$ cat config.mk
export PLATFORM = sky130hd
export DESIGN_NAME = ds18b20_ctrl
export DESIGN_NICKNAME = d
export VERILOG_FILES = /design/src/rtl/ds18b20_pkg.sv /design/src/rtl/ds18b20_wait_cnt.sv /design/src/rtl/ds18b20_ctrl.sv
export SDC_FILE = /design/constraint.sdc
export NUM_CORES = 1
export LEC_CHECK = 0
export BUFFER_PORTS_ARGS = -buffer_cell sky130_fd_sc_hd__buf_4
export CELL_PAD_IN_SITES_DETAIL_PLACEMENT = 0
export CELL_PAD_IN_SITES_GLOBAL_PLACEMENT = 1
export CORE_MARGIN = 4
export CORE_UTILIZATION = 49
export DETAILED_ROUTE_END_ITERATION = 10
export PLACE_DENSITY = 0.85
export SLEW_MARGIN = 20
export SYNTH_ARGS = -nofsm -noshare
export SYNTH_HDL_FRONTEND = slang
export SYNTH_SLANG_ARGS = --single-unit
$ cat constraint.sdc
create_clock -name clk -period 3.95 [get_ports clk]
set_input_delay 0.395 -clock clk [delete_from_list [all_inputs] [get_ports clk]]
set_output_delay 0.395 -clock clk [all_outputs]
set_load 0.05 [all_outputs]
$ cat src/rtl/ds18b20_pkg.sv
// DS18B20 controller shared types: FSM states, 1-Wire engine command codes,
// ROM/function command bytes and counter widths.
package ds18b20_pkg;

  typedef enum logic [3:0] {
    ST_IDLE,
    ST_INIT1,
    ST_SKIP1,
    ST_CONVT,
    ST_WAIT,
    ST_INIT2,
    ST_SKIP2,
    ST_RDSCR,
    ST_READ,
    ST_DONE
  } state_e;

  typedef enum logic [1:0] {
    CMD_NONE = 2'd0,
    CMD_INIT = 2'd1,
    CMD_WR   = 2'd2,
    CMD_RD   = 2'd3
  } cmd_e;

  localparam logic [7:0] ROM_SKIP = 8'hCC;
  localparam logic [7:0] FN_CONVT = 8'h44;
  localparam logic [7:0] FN_RDSCR = 8'hBE;

  // Watchdog spans 2x the conversion wait, which needs one more bit
  localparam int CNT_W = 26;
  localparam int WDG_W = 27;

  function automatic cmd_e state_cmd(state_e s);
    unique case (s)
      ST_INIT1, ST_INIT2:           return CMD_INIT;
      ST_SKIP1, ST_SKIP2,
      ST_CONVT, ST_RDSCR:           return CMD_WR;
      ST_READ:                      return CMD_RD;
      default:                      return CMD_NONE;
    endcase
  endfunction

  function automatic logic [7:0] state_byte(state_e s);
    unique case (s)
      ST_CONVT: return FN_CONVT;
      ST_RDSCR: return FN_RDSCR;
      default:  return ROM_SKIP;
    endcase
  endfunction

endpackage

$ cat src/rtl/ds18b20_wait_cnt.sv
// Loadable saturating down-counter; done pulses on the last enabled count.
// Used for both the conversion wait and the watchdog.
module ds18b20_wait_cnt #(
  parameter int W = 26
) (
  input  logic         clk,
  input  logic         rst_n,
  input  logic         load,
  input  logic [W-1:0] load_val,
  input  logic         en,
  output logic         done
);

  logic [W-1:0] cnt_q, cnt_d;

  always_comb begin
    cnt_d = cnt_q;
    if (load) begin
      cnt_d = load_val;
    end else if (en && cnt_q != '0) begin
      cnt_d = cnt_q - 1'b1;
    end
  end

  always_ff @(posedge clk or negedge rst_n) begin
    if (!rst_n) cnt_q <= '0;
    else        cnt_q <= cnt_d;
  end

  assign done = en && (cnt_q == W'(1));

endmodule

$ cat src/rtl/ds18b20_ctrl.sv
// DS18B20 measurement sequencer driving a 1-Wire engine.
// Define DS18B20_PRESENCE_CHK_EN to abort on a missing presence pulse.
module ds18b20_ctrl
  import ds18b20_pkg::*;
#(
  parameter int CONV_WAIT = 37_500_000,
  parameter bit AUTO_RUN  = 1'b0
) (
  input  logic        clk,
  input  logic        rst_n,
  input  logic        start,
  output logic [1:0]  cmd,
  output logic [7:0]  data,
  input  logic        end_init,
  input  logic        end_bit,
  input  logic [2:0]  cmd_ok,
  input  logic [15:0] rec_data,
  output logic [15:0] temp_raw,
  output logic        temp_vld,
  output logic        busy,
  output logic        err_nopres
);

  localparam logic [CNT_W-1:0] WAIT_VAL = CNT_W'(CONV_WAIT);
  localparam logic [WDG_W-1:0] WDG_VAL  = WDG_W'(2 * CONV_WAIT);

  state_e      state_q, state_d;
  logic [1:0]  cmd_q, cmd_d;
  logic [7:0]  data_q, data_d;
  logic [15:0] temp_raw_q, temp_raw_d;
  logic        temp_vld_q, temp_vld_d;
  logic        busy_q, busy_d;
  logic        err_q, err_d;

  logic        wait_done, wdg_done;
  logic        pres_fail, nopres;
  logic        unused_ok;

  assign unused_ok = ^cmd_ok[1:0];

`ifdef DS18B20_PRESENCE_CHK_EN
  assign pres_fail = end_init && !cmd_ok[0];
`else
  assign pres_fail = 1'b0;
`endif

  ds18b20_wait_cnt #(.W(CNT_W)) u_wait (
    .clk      (clk),
    .rst_n    (rst_n),
    .load     (state_q == ST_CONVT && end_bit),
    .load_val (WAIT_VAL),
    .en       (state_q == ST_WAIT),
    .done     (wait_done)
  );

  ds18b20_wait_cnt #(.W(WDG_W)) u_wdg (
    .clk      (clk),
    .rst_n    (rst_n),
    .load     (state_q == ST_IDLE && state_d != ST_IDLE),
    .load_val (WDG_VAL),
    .en       (state_q != ST_IDLE),
    .done     (wdg_done)
  );

  always_ff @(posedge clk or negedge rst_n) begin
    if (!rst_n) begin
      state_q    <= ST_IDLE;
      cmd_q      <= CMD_NONE;
      data_q     <= '0;
      temp_raw_q <= '0;
      temp_vld_q <= 1'b0;
      busy_q     <= 1'b0;
      err_q      <= 1'b0;
    end else begin
      state_q    <= state_d;
      cmd_q      <= cmd_d;
      data_q     <= data_d;
      temp_raw_q <= temp_raw_d;
      temp_vld_q <= temp_vld_d;
      busy_q     <= busy_d;
      err_q      <= err_d;
    end
  end

  always_comb begin
    state_d = state_q;
    nopres  = 1'b0;
    unique case (state_q)
      ST_IDLE:  if (start || AUTO_RUN) state_d = ST_INIT1;
      ST_INIT1: begin
        if (pres_fail) begin
          state_d = ST_IDLE;
          nopres  = 1'b1;
        end else if (end_init) begin
          state_d = ST_SKIP1;
        end
      end
      ST_SKIP1: if (end_bit) state_d = ST_CONVT;
      ST_CONVT: if (end_bit) state_d = ST_WAIT;
      ST_WAIT:  if (wait_done) state_d = ST_INIT2;
      ST_INIT2: begin
        if (pres_fail) begin
          state_d = ST_IDLE;
          nopres  = 1'b1;
        end else if (end_init) begin
          state_d = ST_SKIP2;
        end
      end
      ST_SKIP2: if (end_bit) state_d = ST_RDSCR;
      ST_RDSCR: if (end_bit) state_d = ST_READ;
      ST_READ:  if (cmd_ok[2]) state_d = ST_DONE;
      ST_DONE:  state_d = ST_IDLE;
      default:  state_d = ST_IDLE;
    endcase
    // Watchdog overrides every other transition
    if (wdg_done) state_d = ST_IDLE;
  end

  always_comb begin
    cmd_d      = CMD_NONE;
    data_d     = data_q;
    temp_raw_d = temp_raw_q;
    temp_vld_d = 1'b0;
    busy_d     = (state_d != ST_IDLE);
    err_d      = wdg_done || nopres;
    if (state_d != state_q) begin
      cmd_d = state_cmd(state_d);
      if (state_cmd(state_d) == CMD_WR) data_d = state_byte(state_d);
    end
    if (state_q == ST_READ && state_d == ST_DONE) begin
      temp_raw_d = rec_data;
      temp_vld_d = 1'b1;
    end
  end

  assign cmd        = cmd_q;
  assign data       = data_q;
  assign temp_raw   = temp_raw_q;
  assign temp_vld   = temp_vld_q;
  assign busy       = busy_q;
  assign err_nopres = err_q;

endmodule

[Word-level counts from Yosys, hierarchy flattened]
Cells that the tools add are included.
Word-level totals
  bits in registers: 86
  input bits: 24
  output and inout port bits: 29
  word-level logic and storage cells: 68
Cells by class
  add/subtract/negate cells: 2
  equal/unequal tests: 20
  muxes and demuxes: 20
  reduce and logical (&&, ||, !) cells: 17
Operators by type and width (number)
  27-bit two-way mux: 2
  26-bit two-way mux: 2
  4-bit two-way mux: 10
  4-bit case mux with 9 select lines: 1
  4-bit by 3-bit equality test with 1-bit output (second input constant): 7
  27-bit by 1-bit equality test with 1-bit output (second input constant): 1
  27-bit nonzero test: 1
  27-bit by 1-bit subtractor with 27-bit output (second input constant): 1
  26-bit by 1-bit equality test with 1-bit output (second input constant): 1
  26-bit nonzero test: 1
  26-bit by 1-bit subtractor with 26-bit output (second input constant): 1
  4-bit by 2-bit equality test with 1-bit output (second input constant): 4
  8-bit case mux with 2 select lines: 1
  4-bit equality test (second input constant): 3
  4-bit by 1-bit equality test with 1-bit output (second input constant): 2
  4-bit nonzero test: 2
  1-bit logical AND: 7
  2-bit case mux with 3 select lines: 1
  4-bit zero test: 1
  2-bit two-way mux: 2
  4-bit inequality test: 1
  2-bit nonzero test: 2
  4-bit OR reduction: 1
  2-bit equality test (second input constant): 1
  other kinds (3): 3

[Longest topological paths before layout]
  word-level depth: 11
  gate-level depth with buffers: 9
  mapped depth without buffers: 8

[Cells and area by module]
From an unflattened synthesis, not the netlist that was laid out.
Second synthesis, totals
  cell total of the unflattened synthesis: 481
  area total of the unflattened synthesis: 4843.4 um2
By module, submodules not included
  ds18b20_wait_cnt at u_wdg: times used 1, cells an instance 191, area an instance 1731.7 um2, seq. area each 675.6 um2
  ds18b20_wait_cnt at u_wait: times used 1, cells an instance 175, area an instance 1672.9 um2, seq. area each 650.6 um2
  ds18b20_ctrl: times used 1, cells an instance 115, area an instance 1438.9 um2, seq. area each 725.7 um2

[Least setup slack after synthesis]
Ideal clock, no wire load.
  path kind: register to register
  start point: reg u_wait.cnt_q[6]
  end point: reg temp_raw_q[10], in the netlist temp_raw[10]
  arrival time: 2.302 ns
  data required time: 3.825 ns
  path slack: 1.523 ns
  stages on the path, launching flop included: 9
  clock period less this slack: 2.427 ns
  cell sequence: dfrtp_1 > or4_4 > buf_6 > nor4_1 > and4_1 > buf_4 > o211ai_4 > buf_6 > mux2_4
Between the ends
  cells in the longest elaborated chain, start to end: 7
RTL lines
  start: declaration: RTL line ds18b20_wait_cnt.sv:14  | logic [W-1:0] cnt_q, cnt_d;
  start signal: assignment: RTL line ds18b20_wait_cnt.sv:27  | else cnt_q <= cnt_d;
  26-bit by 1-bit equality test with 1-bit output: RTL line ds18b20_wait_cnt.sv:30  | assign done = en && (cnt_q == W'(1));
  1-bit logical AND: RTL line ds18b20_wait_cnt.sv:30
  4-bit two-way mux: RTL line ds18b20_ctrl.sv:100  | ST_WAIT: if (wait_done) state_d = ST_INIT2;
  4-bit case mux with 9 select lines: RTL line ds18b20_ctrl.sv:88  | unique case (state_q)
  4-bit two-way mux: RTL line ds18b20_ctrl.sv:116  | if (wdg_done) state_d = ST_IDLE;
  4-bit equality test: RTL line ds18b20_ctrl.sv:130  | if (state_q == ST_READ && state_d == ST_DONE) begin
  1-bit logical AND: RTL line ds18b20_ctrl.sv:130
  end signal: assignment: RTL line ds18b20_ctrl.sv:78  | temp_raw_q <= temp_raw_d;
  end: declaration: RTL line ds18b20_ctrl.sv:30  | logic [15:0] temp_raw_q, temp_raw_d;
No other way between the ends.
A chain may end at the register's enable or synchronous reset.

[Final worst setup path]
  start point: reg u_wdg.cnt_q[5]
  end point: reg busy_q, in the netlist busy
Between the ends
  cells in the longest elaborated chain, start to end: 4
RTL lines
  start: declaration: RTL line ds18b20_wait_cnt.sv:14
  start signal: assignment: RTL line ds18b20_wait_cnt.sv:27
  27-bit by 1-bit equality test with 1-bit output: RTL line ds18b20_wait_cnt.sv:30
  1-bit logical AND: RTL line ds18b20_wait_cnt.sv:30
  4-bit two-way mux: RTL line ds18b20_ctrl.sv:116
  net state_d[0]: RTL line ds18b20_ctrl.sv:27  | state_e state_q, state_d;
  4-bit nonzero test: RTL line ds18b20_ctrl.sv:124  | busy_d = (state_d != ST_IDLE);
  net busy_d: RTL line ds18b20_ctrl.sv:32  | logic busy_q, busy_d;
  end signal: assignment: RTL line ds18b20_ctrl.sv:80  | busy_q <= busy_d;
  end: declaration: RTL line ds18b20_ctrl.sv:32
The timed path passes the listed nets, and every way through them passes these cells.

==> results_dict.tcl <==
set metrics [dict create \
    status "finished clean" \
    post_cts_buffers 0 \
    netlist_area_um2 4324 \
    p_leak_uw 0.001933 \
    powerDensity_nw_per_um2 303.8 \
    grt_pass1_vias 2962 \
    ys.flop_type "dfrtp_1" \
    port_buffers 49 \
    grt_pass1_wl_mm 14.08 \
    row_count 34 \
    crit_start "u_wdg.cnt_q[5]" \
    setup_slack_ps 1098 \
    rr_startpoint "u_wdg.cnt_q[5]" \
    p_switching_uw 335.3 \
    drt_iter0_drc 119 \
    clkPwrFrac_pct 41.7 \
    period_share_pct 72.20 \
    fp.dieW_um 101.9 \
    clk_latency_ps 360 \
    viasPerCell 5.585 \
    clockBufferDepth 2 \
    syn_inst 415 \
    p_int_uw 1166 \
    drv_slew 0 \
    ctsResizeCount 0 \
    skew_ps 14.88 \
    cp_slowest_cell "or4_1" \
    cts-root-buf "clkbuf_8" \
    slew-limit-headroom_pct 40.56 \
    crit_fanout 12 \
    switching_share_pct 22.34 \
    clkTransAtPathRegs_ps 90 \
    dp_cells 555 \
    htree_levels 3 \
    pre_cts_slack_ps 1113 \
    drive_gt1_share_pct 21.81 \
    wl_per_cell_um 15.02 \
    crit_type "flip-flop to flip-flop" \
    final-instance-count-excl-fill 571 \
    final_area_um2 4941 \
    final-hold-violation-count 0 \
    place_area_um2 4733 \
    wirelength_mm 8.576 \
    globalRouteTotalUtil_pct 16.93 \
    ant_nets 0 \
    grt-ovfl-total 0 \
    drc 0 \
    numCtsBuffers 9 \
    p_seq_share_pct 55.9 \
    num_antenna_cells 0 \
    max_slew.worst_pin.slew_ps 891.5 \
    yosys.cell_types.count 63 \
    worstPathCellList "nor4_1 -> and4_1 -> a41oi_1 -> o22ai_2 -> inv_1 -> or4_1" \
    fp.dieH_um 101.9 \
    worst_ep_required_time_ps 4190 \
    finalSetupViolCount 0 \
    ctsHoldBuffers 0 \
    place.gp.congestion 0.8530 \
    cp-end-kind "flip-flop" \
    cts_tree "done" \
    start_util_pct 50.07 \
    ir_drop_uv 199.1 \
    rr_worst_depth 6 \
    critPathLaunchType "flip-flop" \
    core_region_area_um2 8636 \
    worst_hold_path_type "primary input to async pin" \
    setup_tns_ps 0 \
    hpwl_mm 5.899 \
    timing.max_cap.violations 0 \
    dr.pass1.iters 4 \
    grt_max_degree 83 \
    period_needed_ps 2852 \
    cpPeakStageDelay_ps 540 \
    power_frac_comb_pct 2.4 \
    ys_seq_area_share_pct 47.45 \
    synth-edff-count 0 \
    antenna_found_initial 0 \
    die-area_um2 10390 \
    syn_nets 444 \
    yosysWarnings 0 \
    fmax_mhz 350.6 \
    area_delta_synth_final_pct 14.27 \
    cp_data_arrival_time_ps 3090 \
    async_flop_share_pct 100.0 \
    ys_ff_latch 82 \
    rsz0062_at_grt "false" \
    postSynthAreaPerCell_um2 10.42 \
    ios 53 \
    vias 3189 \
    final_nets 487 \
    clock-sinks 82 \
]
==> cells in the final DEF (no fill, tap or decap), types with 7 or more instances in the layout <==
cell	n
dfrtp_1	82
buf_4	52
nor2_1	39
nand2_1	33
xor2_1	19
xnor2_1	18
nor3_1	15
nand3_1	15
inv_1	14
nor4_1	14
a21oi_1	13
or3_1	11
o21ai_0	11
clkbuf_8	10
mux2_4	9
or4_1	7
mux2_2	7
==> synth_stat cells, types with 4 or more instances <==
master	instances	area, µm²
a21oi_1	13	65.06
a311oi_1	4	35.03
a31oi_1	4	25.02
and2_1	4	25.02
and3_1	4	25.02
buf_4	5	37.54
clkbuf_1	8	30.03
dfrtp_1	82	2052
ha_1	5	62.56
inv_1	14	52.55
mux2_2	7	78.83
mux2_4	9	135.1
nand2_1	33	123.9
nand3_1	15	75.07
nand4_1	4	25.02
nor2_1	39	146.4
nor3_1	15	75.07
nor4_1	14	87.58
o21ai_0	11	55.05
o31ai_1	6	45.04
or3_1	11	68.82
or4_1	7	52.55
xnor2_1	18	157.7
xor2_1	19	166.4
==> state kept, by name (all words and copies together), names as in the netlist <==
| register | cells |
|---|---|
| data | 4 |
| temp_vld | 1 |
| cmd | 2 |
| u_wdg.cnt_q | 27 |
| temp_raw | 16 |
| state_q | 4 |
| busy | 1 |
| err_nopres | 1 |
| u_wait.cnt_q | 26 |
==> power by group through the flow <==
| stage | registers (µW) | clock network, µW | logic [µW] |
|---|---|---|---|
| after detailed placement | 855 | 0 | 36.8 |
| after global routing | 839 | 688 | 40.3 |
| after floorplan | 856 | 0 | 3.65 |
| final | 839 | 626 | 35.7 |
| after global placement | 855 | 0 | 35.8 |
| after CTS | 839 | 646 | 36.8 |
==> layout make-up <==
class	count	area, µm²
clock inverter	5	62.56
inverter	14	52.55
sequential	82	2052
clock buffer	11	141.4
multi-input combinational	298	2096
timing repair buffer	53	401.6
tap	108	135.1
fill	732	3695
==> worst paths after layout <==
check | endpoint | slack (ps)
max | busy | 1100
min | u_wait.cnt_q[18] | 60
max reg2reg | busy | 1100
min reg2reg | temp_raw[5] | 510
max in group asynchronous | u_wdg.cnt_q[2] | 3360
min in group clk | temp_raw[9] | 260
==> worst max-delay path, delay by kind of cell, from the launching register on <==
family          cells  cell delay (ps)
compound gates      2              590
buf+inv             1              190
simple gates        3             1530
flops               1              430
==> through the flow <==
step	hold WS [ps]	total power (µW)	util, %
floorplan	99.41	859.3	-
global placement	490.3	891.2	54.81
detailed placement	493.2	892.1	54.81
CTS	249.0	1521	57.17
global route	125.8	1567	57.22
finish	62.54	1501	57.22
==> routing by layer <==
layer,vias up,track usage (%),part of all wire (%)
met5,-,0,0
met4,0,4.339,1.1
met3,10,4.096,3.6
met2,48,26.11,47
met1,1546,24.17,48
li1,1585,-,-
==> logic make-up after synthesis <==
kind of cell	after synthesis	share of synthesized area (%)
AND/OR/NAND/NOR	173	22.66
other	1	0.08672
XOR/XNOR	37	7.494
AO/OA/AOI/OAI	63	11.14
flip-flops	82	47.45
adder cells (fa/ha/maj)	5	1.447
buffers and inverters	35	4.080
multiplexers	19	5.642
Power figures use the tool's default switching activity.
